### src/rtl/line_buffer_row_scheduler_if.sv
// Handshake bundle between the row scheduler, the upstream row source,
// the 3-row line buffer write port and the 3x3 conv engine.
interface line_buffer_row_scheduler_if #(
    parameter int ROW_W = 5
);
    logic             start_i;
    logic             row_valid_i;
    logic             row_ready_o;
    logic             lb_wr_o;
    logic             conv_start_o;
    logic [ROW_W-1:0] conv_row_o;
    logic             conv_done_i;
    logic             frame_done_o;
    logic             busy_o;
    logic             err_o;

    // Scheduler side
    modport master (
        input  start_i,
        input  row_valid_i,
        input  conv_done_i,
        output row_ready_o,
        output lb_wr_o,
        output conv_start_o,
        output conv_row_o,
        output frame_done_o,
        output busy_o,
        output err_o
    );

    // Environment side (upstream source, conv engine, frame control)
    modport slave (
        output start_i,
        output row_valid_i,
        output conv_done_i,
        input  row_ready_o,
        input  lb_wr_o,
        input  conv_start_o,
        input  conv_row_o,
        input  frame_done_o,
        input  busy_o,
        input  err_o
    );
endinterface

### src/rtl/line_buffer_row_scheduler.sv
// Row scheduler for the 3-row line buffer in front of the 3x3 conv stage.
// Fills three rows, then alternates "issue one conv command / fetch one new
// row" until H-2 output rows are done. Upstream is stalled while the conv
// engine reads the buffer, so resident rows are never overwritten.
module line_buffer_row_scheduler #(
    parameter int H     = 24,
    parameter int ROW_W = 5
) (
    input  logic                         clk,
    input  logic                         resetn,
    line_buffer_row_scheduler_if.master  bus
);

    typedef enum logic [2:0] {
        S_IDLE,
        S_FILL,
        S_ISSUE,
        S_WAIT,
        S_DONE
    } state_t;

    localparam logic [ROW_W-1:0] LAST_ROW  = ROW_W'(H - 3);
    localparam logic [ROW_W-1:0] ROWS_FULL = ROW_W'(3);

    state_t           state;
    state_t           state_nxt;
    logic [ROW_W-1:0] rows_in;
    logic [ROW_W-1:0] rows_inc;
    logic [ROW_W-1:0] out_row;
    logic [ROW_W-1:0] conv_row;
    logic             err;
    logic             row_ready;
    logic             accept;

    assign rows_inc = rows_in + ROW_W'(1);
    assign accept   = bus.row_valid_i & row_ready;

    // State register
    always_ff @(posedge clk or negedge resetn) begin
        if (!resetn) begin
            state <= S_IDLE;
        end else begin
            state <= state_nxt;
        end
    end

    // Next-state decode and state-derived handshake outputs
    always_comb begin
        state_nxt = state;
        row_ready = 1'b0;
        case (state)
            S_IDLE: begin
                if (bus.start_i) begin
                    state_nxt = S_FILL;
                end
            end
            S_FILL: begin
                row_ready = 1'b1;
                if (bus.row_valid_i && (rows_inc >= ROWS_FULL)) begin
                    state_nxt = S_ISSUE;
                end
            end
            S_ISSUE: begin
                state_nxt = S_WAIT;
            end
            S_WAIT: begin
                if (bus.conv_done_i) begin
                    state_nxt = (out_row == LAST_ROW) ? S_DONE : S_FILL;
                end
            end
            S_DONE: begin
                state_nxt = S_IDLE;
            end
            default: begin
                state_nxt = S_IDLE;
            end
        endcase
    end

    // Row counters and the registered command row index
    always_ff @(posedge clk or negedge resetn) begin
        if (!resetn) begin
            rows_in  <= '0;
            out_row  <= '0;
            conv_row <= '0;
        end else begin
            if (state == S_IDLE && bus.start_i) begin
                rows_in <= '0;
                out_row <= '0;
            end
            if (accept) begin
                rows_in <= rows_inc;
            end
            if (state == S_WAIT && bus.conv_done_i && out_row != LAST_ROW) begin
                out_row <= out_row + ROW_W'(1);
            end
            // Capture the row index as we enter ISSUE so it is valid with conv_start
            if (state == S_FILL && state_nxt == S_ISSUE) begin
                conv_row <= out_row;
            end
        end
    end

    // Sticky flag for a conv_done that arrives when no command is outstanding
    always_ff @(posedge clk or negedge resetn) begin
        if (!resetn) begin
            err <= 1'b0;
        end else if (bus.conv_done_i && state != S_WAIT) begin
            err <= 1'b1;
        end
    end

    assign bus.row_ready_o  = row_ready;
    assign bus.lb_wr_o      = accept;
    assign bus.conv_start_o = (state == S_ISSUE);
    assign bus.conv_row_o   = conv_row;
    assign bus.frame_done_o = (state == S_DONE);
    assign bus.busy_o       = (state != S_IDLE);
    assign bus.err_o        = err;

endmodule

### src/flat_wrapper.sv
// flat-port wrapper written by rule: the top's interface ports become plain ports
module line_buffer_row_scheduler_flat 
#(
    parameter int H     = 24,
    parameter int ROW_W = 5
)
  (clk, resetn, bus_start_i, bus_row_valid_i, bus_conv_done_i, bus_row_ready_o, bus_lb_wr_o, bus_conv_start_o, bus_conv_row_o, bus_frame_done_o, bus_busy_o, bus_err_o);
  line_buffer_row_scheduler_if #(.ROW_W(ROW_W)) bus_i ();
  input  logic clk;
  input  logic resetn;
  input wire logic [$bits(bus_i.start_i)-1:0] bus_start_i;
  input wire logic [$bits(bus_i.row_valid_i)-1:0] bus_row_valid_i;
  input wire logic [$bits(bus_i.conv_done_i)-1:0] bus_conv_done_i;
  output wire logic [$bits(bus_i.row_ready_o)-1:0] bus_row_ready_o;
  output wire logic [$bits(bus_i.lb_wr_o)-1:0] bus_lb_wr_o;
  output wire logic [$bits(bus_i.conv_start_o)-1:0] bus_conv_start_o;
  output wire logic [$bits(bus_i.conv_row_o)-1:0] bus_conv_row_o;
  output wire logic [$bits(bus_i.frame_done_o)-1:0] bus_frame_done_o;
  output wire logic [$bits(bus_i.busy_o)-1:0] bus_busy_o;
  output wire logic [$bits(bus_i.err_o)-1:0] bus_err_o;
  assign bus_i.start_i = bus_start_i;
  assign bus_i.row_valid_i = bus_row_valid_i;
  assign bus_i.conv_done_i = bus_conv_done_i;
  assign bus_row_ready_o = bus_i.row_ready_o;
  assign bus_lb_wr_o = bus_i.lb_wr_o;
  assign bus_conv_start_o = bus_i.conv_start_o;
  assign bus_conv_row_o = bus_i.conv_row_o;
  assign bus_frame_done_o = bus_i.frame_done_o;
  assign bus_busy_o = bus_i.busy_o;
  assign bus_err_o = bus_i.err_o;
  line_buffer_row_scheduler #(.H(H), .ROW_W(ROW_W)) u_core (.clk(clk), .resetn(resetn), .bus(bus_i));
endmodule
### config.mk
export PLATFORM = sky130hd
export DESIGN_NAME = line_buffer_row_scheduler_flat
export DESIGN_NICKNAME = d
export VERILOG_FILES = /design/src/rtl/line_buffer_row_scheduler_if.sv /design/src/rtl/line_buffer_row_scheduler.sv /design/src/flat_wrapper.sv
export SDC_FILE = /design/constraint.sdc
export NUM_CORES = 1
export LEC_CHECK = 0
export ABC_CLOCK_PERIOD_IN_PS = 2050
export CAP_MARGIN = 15
export CORE_UTILIZATION = 50
export DETAILED_ROUTE_END_ITERATION = 7
export PLACE_DENSITY = 0.77
export SLEW_MARGIN = 40
export SYNTH_ARGS = -nofsm -noshare
export SYNTH_HDL_FRONTEND = slang
export SYNTH_SLANG_ARGS = --single-unit
### constraint.sdc
create_clock -name clk -period 2.05 [get_ports clk]
set_input_delay 0.205 -clock clk [delete_from_list [all_inputs] [get_ports clk]]
set_output_delay 0.205 -clock clk [all_outputs]
set_load 0.02 [all_outputs]
==> results.md, run 1 <==
* Hold Buf Count CTS at 0
* Switching portion of total power at 41.2%
* Setup violations, final at 0
* Area of the multi-input gates at 513 sq um
* First-pass GRT wire length at 3.32 mm
* Chip Width at 47.1 um
* Nature of the critical path endpoint: output pin
* Synth area leader: dfrtp_1
* Max-slew headroom at 73.4%
* Port Buffers at 15
* Clk Latency, worst-skew pair at 0.30 ns
* Synthesized Nets at 102
* Max IR drop VDD at 0.785 mV
* Final nets at 121
* TritonCTS Sinks at 19
* Internal at 0.000897 W
* Util after Layout at 67.0%
* Max-cap violations at 0
* Fill cells at 158
* Num ports at 16
* Gp weighted congestion at 0.767
* Measured slew at the worst slew-check pin at 0.398 ns
* Flops & latches, synth at 19
* Sequential share of the synthesized area at 46.7%
* Synth warn at 0
* Final Hold Fails at 0
* Tmin final at 1.88 ns
* Vias/cell at 5.68
* Cell Area, Synth at 0.00102 sq mm
* WL/cell at 14.7 um
* Iter 0 DRT Violations at 10
* Leak Pwr at 0.545 nW
* DP Cell Count at 132
* Postcts setup bufs at 0
* Initial DRT Pass Iterations at 4
* Register cell area after layout at 479 sq um
* Synth Area in Adders at 4.91%
* CTS Buf Count at 3
* Die height at 47.1 um
* Worst setup margin at 0.167 ns
* Initial core utilization at 55.9%
* Sequential share of power at 42.2%
* Worst Hold Slack at 0.223 ns
* Synth top area cells: dfrtp_1 (47%), mux2_2 (5.5%), ha_1 (4.9%), nor3b_1 (3.7%), o21ai_0 (3.4%)
* Routed vias at 773
* DRC at 0
* CP required at 1.85 ns
* Pin count of the biggest net entering global routing at 20
* Pwr Density at 1250 mW/mm^2
* Status: completed
* Synth Area in Simple Gates at 22.5%
* Worst Path Max Fanout at 13
* Antenna-violating nets left at 0
* Worst setup SP type: flop
* Final period util at 91.8%
* Share of the synthesized area in the top cell type at 46.7%
* Share of cells above drive strength 1 at 16.2%
* Post-Layout Cell Count at 136
* F_max at 531 MHz
* Number of distinct library cells after synthesis at 32
* Mux cell area share after synthesis at 6.51%
* Clock skew at 0.00948 ns
* Mapped Avg Cell Area at 11.0 sq um
* WP data arrival at 1.68 ns
* Final setup TNS at 0 ns
* Htree depth at 1
* Vias in the first global route at 749
* Area growth, synth to finish at 19.8%
* GRT Resource Usage Total at 21.9%
* Critical path class: flop to output pin
* HPWL Detailed at 1.51 mm
* Setup WS pre-CTS at 0.189 ns
* Row count at 15
* Complex-gate fraction of the synthesized area at 13.9%
* Xor/xnor share of the synthesized area at 2.58%
* Clock network power share at 12.1%
* Clk buf depth at 2
* Main combinational cell family by area after synthesis: simple AND/OR/NAND/NOR gates
* Global route overflow at 0
* Initial antenna violation count at 0
* HP Class: input port to asynchronous set/reset pin
* Worst-path clk slew at 0.11 ns
* Routed WL at 2.00 mm
* Worst reg2reg path depth at 6
* Core area at 0.00182 sq mm
* Comb pwr share at 45.7%
* RSZ-0062 raised after global routing: false
* Clock Root Buffer: clkbuf_4
* Fin. max-slew vios at 0
* ANT cells at 0
* Die area at 0.00222 sq mm
* TritonCTS clock tree: yes
* Psw at 0.000629 W
* Syn Inst Count at 93
## registers in the layout, indices dropped and copies added (netlist names)
| name | flops |
|---|---|
| u_core.bus.err_o | 1 |
| u_core.state | 3 |
| u_core.bus.conv_row_o | 5 |
| u_core.out_row | 5 |
| u_core.rows_in | 5 |
## placed cells by master, fill, tap and decap left out
cell and instances:
nand4bb_4 1, nand2b_1 1, a31oi_4 1, nor3_2 1
a21o_1 2, mux2_2 5, nor2_1 6, o2bb2ai_1 1
clkbuf_1 1, nand3b_1 1, nand2_1 9, nand4_1 1
clkbuf_4 3, a41oi_1 1, a31oi_1 1, ha_1 4
or3_2 1, nand3_1 4, or3_1 1, nor3_1 4
a2111oi_2 1, inv_1 3, buf_4 1, dlymetal6s2s_1 1
o21ai_1 1, dlygate4sd2_1 1, or2_4 1, a211o_1 3
xor2_1 3, o21ai_0 7, nor3b_1 5, nand4b_1 1
nor2b_1 1, clkdlybuf4s50_1 13, mux2i_1 1, dfrtp_1 16
dfrtp_2 3
## worst max-delay path, cell delays in order (launching register included)
cell and delay [ns]:
dfrtp_2 0.52, nor3b_1 0.23, clkdlybuf4s50_1 0.63
## cell families (layout without fill, tap and decap cells)
kind of cell               count (synthesis)  after routing
DFF                                       19             19
buffers and inverters                      5             23
adders and majority gates                  4              4
muxes                                      6              6
xor gates and xnor gates                   3              3
AOI/OAI and AO/OA                         18             18
and+or+nand+nor                           38             38
## layer usage
metal | track usage (%) | part of all wire (%)
met2 | 37.2 | 53
met3 | 6.15 | 2.8
met1 | 27.2 | 44
met4 | 6.29 | 0.30
met5 | 0 | 0
## final cells by class
cell class                      count  share of cell area, %
Sequential cell                    19                   39.3
Multi-Input combinational cell     69                   42.1
Tap cell                           25                   2.56
Timing Repair Buffer               16                   13.0
Inverter                            3                  0.923
Clock buffer                        4                   2.15
## cell usage after synthesis
| library cell | count |
|---|---|
| dfrtp_1 | 19 |
| mux2_2 | 5 |
| o21ai_0 | 7 |
| nand4_1 | 1 |
| a31oi_1 | 1 |
| buf_4 | 1 |
| nor3b_1 | 5 |
| nor3_2 | 1 |
| a41oi_1 | 1 |
| nand4b_1 | 1 |
| or2_4 | 1 |
| o21ai_1 | 1 |
| nand3b_1 | 1 |
| o2bb2ai_1 | 1 |
| nand2_1 | 9 |
| buf_6 | 1 |
| a2111oi_2 | 1 |
| or3_1 | 1 |
| ha_1 | 4 |
| a21o_1 | 2 |
| nor2_1 | 6 |
| a31oi_4 | 1 |
| nor2b_1 | 1 |
| inv_1 | 3 |
| nand3_1 | 4 |
| nor3_1 | 4 |
| nand4bb_4 | 1 |
| mux2i_1 | 1 |
| nand2b_1 | 1 |
| or3_2 | 1 |
| a211o_1 | 3 |
| xor2_1 | 3 |
## per-stage QoR
stage	power, W	area [sq um]
3_3_place_gp	0.00130	1190
3_5_place_dp	0.00135	1190
4_1_cts	0.00154	1210
2_1_floorplan	0.00112	1020
6_report	0.00153	1220
5_1_grt	0.00164	1220
## path summary, 6_finish.rpt
path                                                    start                                   end  slack [ns]
worst max-delay path                u_core.state[0]$_DFF_PN0_                       bus_row_ready_o        0.17
max in group asynchronous                              resetn             u_core.state[2]$_DFF_PN0_        1.60
worst max register to register  u_core.rows_in[0]$_DFFE_PN0P_  u_core.bus.conv_row_o[3]$_DFFE_PN0P_        0.21
min in group clk                 u_core.bus.err_o$_DFFE_PN0P_          u_core.bus.err_o$_DFFE_PN0P_        0.46
worst min-delay path                                   resetn         u_core.rows_in[4]$_DFFE_PN0P_        0.22
worst min register to register   u_core.bus.err_o$_DFFE_PN0P_          u_core.bus.err_o$_DFFE_PN0P_        0.46
## power by group through the flow
stage                     combinational [W]  sequential, W  clock (W)
final                              0.000697       0.000645   0.000184
after global routing               0.000758       0.000666   0.000213
after global placement             0.000667       0.000638          0
after detailed placement           0.000703       0.000646          0
after CTS                          0.000700       0.000641   0.000196
after floorplan                    0.000502       0.000620          0
## what timing repair did
| action | in CTS | in global routing |
|---|---|---|
| resized for setup | 2 | 3 |
| cloned | 0 | 0 |
| pin swaps | 0 | 0 |
| endpoints found under the setup margin | 2 | 1 |
| hold endpoints to repair | 0 | 0 |
(Power assumes the default switching activity.)
==> run 2, diff against run 1 <==
SKIP_CTS_REPAIR_TIMING = 1   (was default)
==> run 2 against run 1 <==
  * Highest routed layer unchanged
  * Cell count is the same
  * Maximum frequency is the same
  * Utilization grew 0.21 points
  * Clock power is essentially flat
  * Count of clock-buffer cells in the layout is the same
  * Flip-flop and latch count is the same
  * Sequential power is essentially flat
  * Non-clock buffer count is the same
  * Via count is the same
  * Combinational power grew 0.6%
  * Largest power group unchanged
==> results.md, run 2 (synthesized netlist as in run 1, its figures left out) <==
* Status: completed
* Max-slew headroom at 73.4%
* Global route overflow at 0
* Wire length on met3 at 56 um
* Worst setup SP type: flop
* M1 WL at 875 um
* HPWL Detailed at 1.51 mm
* Top layer in use: met4
* CP required at 1.85 ns
* Final nets at 121
* Clk buf depth at 2
* Row count at 15
* Comb pwr share at 45.8%
* TritonCTS clock tree: yes
* Internal at 0.000901 W
* Crit path buf inv count at 1
* Die area at 0.00222 sq mm
* TritonCTS Sinks at 19
* WP data arrival at 1.68 ns
* Measured slew at the worst slew-check pin at 0.398 ns
* Htree depth at 1
* Routed WL at 2.00 mm
* Post-Layout Cell Count at 136
* WL met2 at 1.06 mm
* Initial antenna violation count at 0
* Die height at 47.1 um
* Initial DRT Pass Iterations at 4
* Pwr Total at 0.00153 W
* Clock skew at 0.00948 ns
* Gp weighted congestion at 0.767
* Commonest cells after routing, fill and taps aside: dfrtp_1 (16), clkdlybuf4s50_1 (13), nand2_1 (9), o21ai_0 (7), nor2_1 (6)
* Core area at 0.00182 sq mm
* Sequential share of power at 42.1%
* GRT Resource Usage Total at 21.9%
* Area growth, synth to finish at 20.1%
* Routed vias at 773
* Psw at 0.000629 W
* HP Class: input port to asynchronous set/reset pin
* ANT cells at 0
* Antenna-violating nets left at 0
* Switching portion of total power at 41.1%
* Final period util at 91.8%
* CP cell instances: nor3b_1 -> clkdlybuf4s50_1
* Initial core utilization at 55.9%
* RSZ-0062 raised after global routing: false
* Setup violations, final at 0
* Tmin final at 1.88 ns
* Pin count of the biggest net entering global routing at 20
* Worst Hold Slack at 0.223 ns
* Worst-path clk slew at 0.11 ns
* Crit-path slowest cell: clkdlybuf4s50_1
* CP top delay family: buffers and inverters
* Vias in the first global route at 749
* First-pass GRT wire length at 3.32 mm
* Clk Latency, worst-skew pair at 0.30 ns
* DP Cell Count at 132
* Chip Width at 47.1 um
* Iter 0 DRT Violations at 10
* Worst Path Max Fanout at 13
* Clock network power share at 12.1%
* Critical path class: flop to output pin
* CTS Buf Count at 3
* Delay of the slowest critical-path stage at 0.63 ns
* Num ports at 16
* Final Hold Fails at 0
* Vias/cell at 5.68
* WL/cell at 14.7 um
* Max IR drop VDD at 0.786 mV
* DRC at 0
* Nature of the critical path endpoint: output pin
* Clock Root Buffer: clkbuf_4
* Fin. max-slew vios at 0
* Share of cells above drive strength 1 at 16.2%
* Max-cap violations at 0
* Leak Pwr at 0.549 nW
* Most common cell after layout, fill and taps aside: dfrtp_1
* Fill cells at 158
* Pwr Density at 1250 mW/mm^2
* Port Buffers at 15
* F_max at 531 MHz
[run 2: cell count changes in the layout (fill, tap and decap cells not counted), sizes merged]
cell,change
dlygate4sd2,-1
dlymetal6s2s,+1
[run 2: worst paths after layout]
path	slack, ns	from	endpoint	cells after the start
setup / recovery	0.17	u_core.state[0]$_DFF_PN0_	bus_row_ready_o	2
hold / removal	0.22	resetn	u_core.rows_in[4]$_DFFE_PN0P_	2
setup reg to reg	0.21	u_core.rows_in[0]$_DFFE_PN0P_	u_core.bus.conv_row_o[3]$_DFFE_PN0P_	6
hold reg to reg	0.46	u_core.bus.err_o$_DFFE_PN0P_	u_core.bus.err_o$_DFFE_PN0P_	1
max in group asynchronous	1.60	resetn	u_core.state[2]$_DFF_PN0_	2
min in group clk	0.46	u_core.bus.err_o$_DFFE_PN0P_	u_core.bus.err_o$_DFFE_PN0P_	1
[run 2: final cells by class]
cell class | instances | area, sq um | share of cell area, %
inverter | 3 | 11.3 | 0.920
timing repair buffer | 16 | 163 | 13.3
clock buffer | 4 | 26.3 | 2.15
tap | 25 | 31.3 | 2.56
multi-input combinational | 69 | 513 | 41.9
sequential | 19 | 479 | 39.2
[run 2: power groups by stage]
stage	Sequential [W]	Combinational, W	Clock [W]
floorplan	0.000620	0.000502	0
global placement	0.000638	0.000667	0
detailed placement	0.000646	0.000703	0
CTS	0.000639	0.000705	0.000196
global route	0.000666	0.000762	0.000213
finish	0.000645	0.000701	0.000184
[run 2: layer usage]
| layer | vias to the layer above | GRT usage [%] |
|---|---|---|
| li1 | 374 | - |
| met1 | 382 | 27.2 |
| met2 | 15 | 37.2 |
| met3 | 2 | 6.15 |
| met4 | 0 | 6.29 |
| met5 | - | 0 |
[run 2: per-stage QoR]
| step | setup WS, ns | setup TNS, ns | util, % | instance area, sq um |
|---|---|---|---|---|
| 6_report | 0.167 | 0 | 67.2 | 1220 |
| 5_1_grt | 0.0257 | 0 | 67.2 | 1220 |
| 4_1_cts | -0.114 | -0.127 | 66.7 | 1210 |
| 3_5_place_dp | 0.189 | 0 | 65.3 | 1190 |
| 3_3_place_gp | 0.230 | 0 | 65.3 | 1190 |
| 2_1_floorplan | 0.446 | 0 | - | 1020 |
==> run 3, diff against run 2 <==
CORE_UTILIZATION = 34   (was 50)
PLACE_DENSITY = 0.57   (was 0.77)
==> run 3 against run 2 <==
  * The run now ends with design-rule violations left
  * Sequential power fell by 2%
  * Power rose by 0.31%
  * Utilization fell by 23 points
  * Critical path depth did not move
  * First-iteration DRC count rose by 90%
  * Cell count rose by 6.6%
  * Routed wire length fell by 3.1%
  * Clock power barely moved
  * Non-clock buffer count rose by 3
  * Count of clock-buffer cells in the layout did not move
==> results.md, run 3 (synthesized netlist as in run 1, its figures left out) <==
* Global route overflow at 0
* Routed WL at 1.94 mm
* Antenna-violating nets left at 0
* Row count at 19
* ANT cells at 0
* Delay of the slowest critical-path stage at 0.64 ns
* Initial DRT Pass Iterations at 6
* Failing checks: design-rule violations
* CP required at 1.85 ns
* Util after Layout at 44.7%
* TritonCTS Sinks at 19
* Iter 0 DRT Violations at 19
* Pwr Density at 1220 mW/mm^2
* Clk Latency, worst-skew pair at 0.29 ns
* Max-cap violations at 0
* Gp weighted congestion at 0.853
* Most common cell after layout, fill and taps aside: dfrtp_1
* Final nets at 124
* Routed vias at 766
* Port Buffers at 15
* Fin. max-slew vios at 0
* Worst-path clk slew at 0.11 ns
* Worst setup SP type: flop
* Final period util at 91.4%
* Vias/cell at 5.28
* Nature of the critical path endpoint: output pin
* Area growth, synth to finish at 23.1%
* Post-Layout Cell Count at 145
* Max-slew headroom at 77.1%
* Crit-path slowest cell: clkdlybuf4s50_1
* WL/cell at 13.3 um
* RSZ-0062 raised after global routing: false
* HP Class: input port to asynchronous set/reset pin
* WP data arrival at 1.67 ns
* Vias in the first global route at 687
* Max IR drop VDD at 0.535 mV
* Status: finished, violations left
* Leak Pwr at 0.562 nW
* CP cell instances: nor3b_1 -> clkdlybuf4s50_1
* Num ports at 16
* DP Cell Count at 138
* Crit path buf inv count at 1
* Worst Path Max Fanout at 12
* Final Hold Fails at 0
* HPWL Detailed at 1.30 mm
* Tmin final at 1.87 ns
* Final setup TNS at 0 ns
* Die area at 0.00322 sq mm
* Measured slew at the worst slew-check pin at 0.342 ns
* Initial core utilization at 36.3%
* CTS Buf Count at 3
* Reg2Reg Setup Slack at 0.25 ns
* First-pass GRT wire length at 3.15 mm
* Placed cell area at 0.00120 sq mm
* Pin count of the biggest net entering global routing at 20
* Htree depth at 1
* Die height at 56.7 um
* CP top delay family: buffers and inverters
* Initial antenna violation count at 0
* Setup violations, final at 0
* Chip Width at 56.7 um
* TritonCTS clock tree: yes
* Clock Root Buffer: clkbuf_4
* GRT Resource Usage Total at 12.8%
* Core area at 0.00281 sq mm
* F_max at 533 MHz
* Fin area at 0.00125 sq mm
* Share of cells above drive strength 1 at 18.4%
* Commonest cells after routing, fill and taps aside: dfrtp_1 (16), clkdlybuf4s50_1 (13), nand2_1 (9), o21ai_0 (7), nor2_1 (6)
* Critical path class: flop to output pin
* DRC at 4
* Clock skew at 0.00549 ns
* Clk buf depth at 2
## run 3: changes by cell type in the layout (fill, tap and decap cells not counted), sizes merged
cell  delta
buf      +3
## run 3: report_power, final
| part | total (W) | switching (W) | internal, W |
|---|---|---|---|
| clock network | 0.000187 | 0.000111 | 0.0000756 |
| registers | 0.000632 | 0.000144 | 0.000488 |
| logic | 0.000716 | 0.000358 | 0.000358 |
## run 3: final timing paths
check / to / cells after the start / from
setup / recovery: bus_row_ready_o / 2 / u_core.state[1]$_DFF_PN0_
hold / removal: u_core.state[2]$_DFF_PN0_ / 2 / resetn
setup reg to reg: u_core.bus.conv_row_o[0]$_DFFE_PN0P_ / 5 / u_core.rows_in[0]$_DFFE_PN0P_
hold reg to reg: u_core.bus.err_o$_DFFE_PN0P_ / 1 / u_core.bus.err_o$_DFFE_PN0P_
max in group asynchronous: u_core.state[0]$_DFF_PN0_ / 2 / resetn
min in group clk: u_core.bus.err_o$_DFFE_PN0P_ / 1 / u_core.bus.err_o$_DFFE_PN0P_
## run 3: layer usage
layer  routed length, um  up-vias  track usage, %
li1                    -      377               -
met1                 967      371            17.3
met2                 856       16            19.7
met3                  94        2            2.07
met4                  17        0            6.27
met5                   0        -               0
## run 3: cell type report
class | count | area, sq um
clock buffer | 4 | 26.3
fill | 274 | 1550
inverter | 3 | 11.3
multi-input combinational | 69 | 513
sequential | 19 | 479
tap | 31 | 38.8
timing repair buffer | 19 | 185
## run 3: stage by stage
stage	hold WS (ns)	worst slack [ns]	power, W
global route	0.237	0.0729	0.00165
global placement	0.445	0.216	0.00131
finish	0.232	0.176	0.00153
floorplan	-0.0906	0.446	0.00112
detailed placement	0.454	0.196	0.00133
CTS	0.227	-0.0776	0.00153
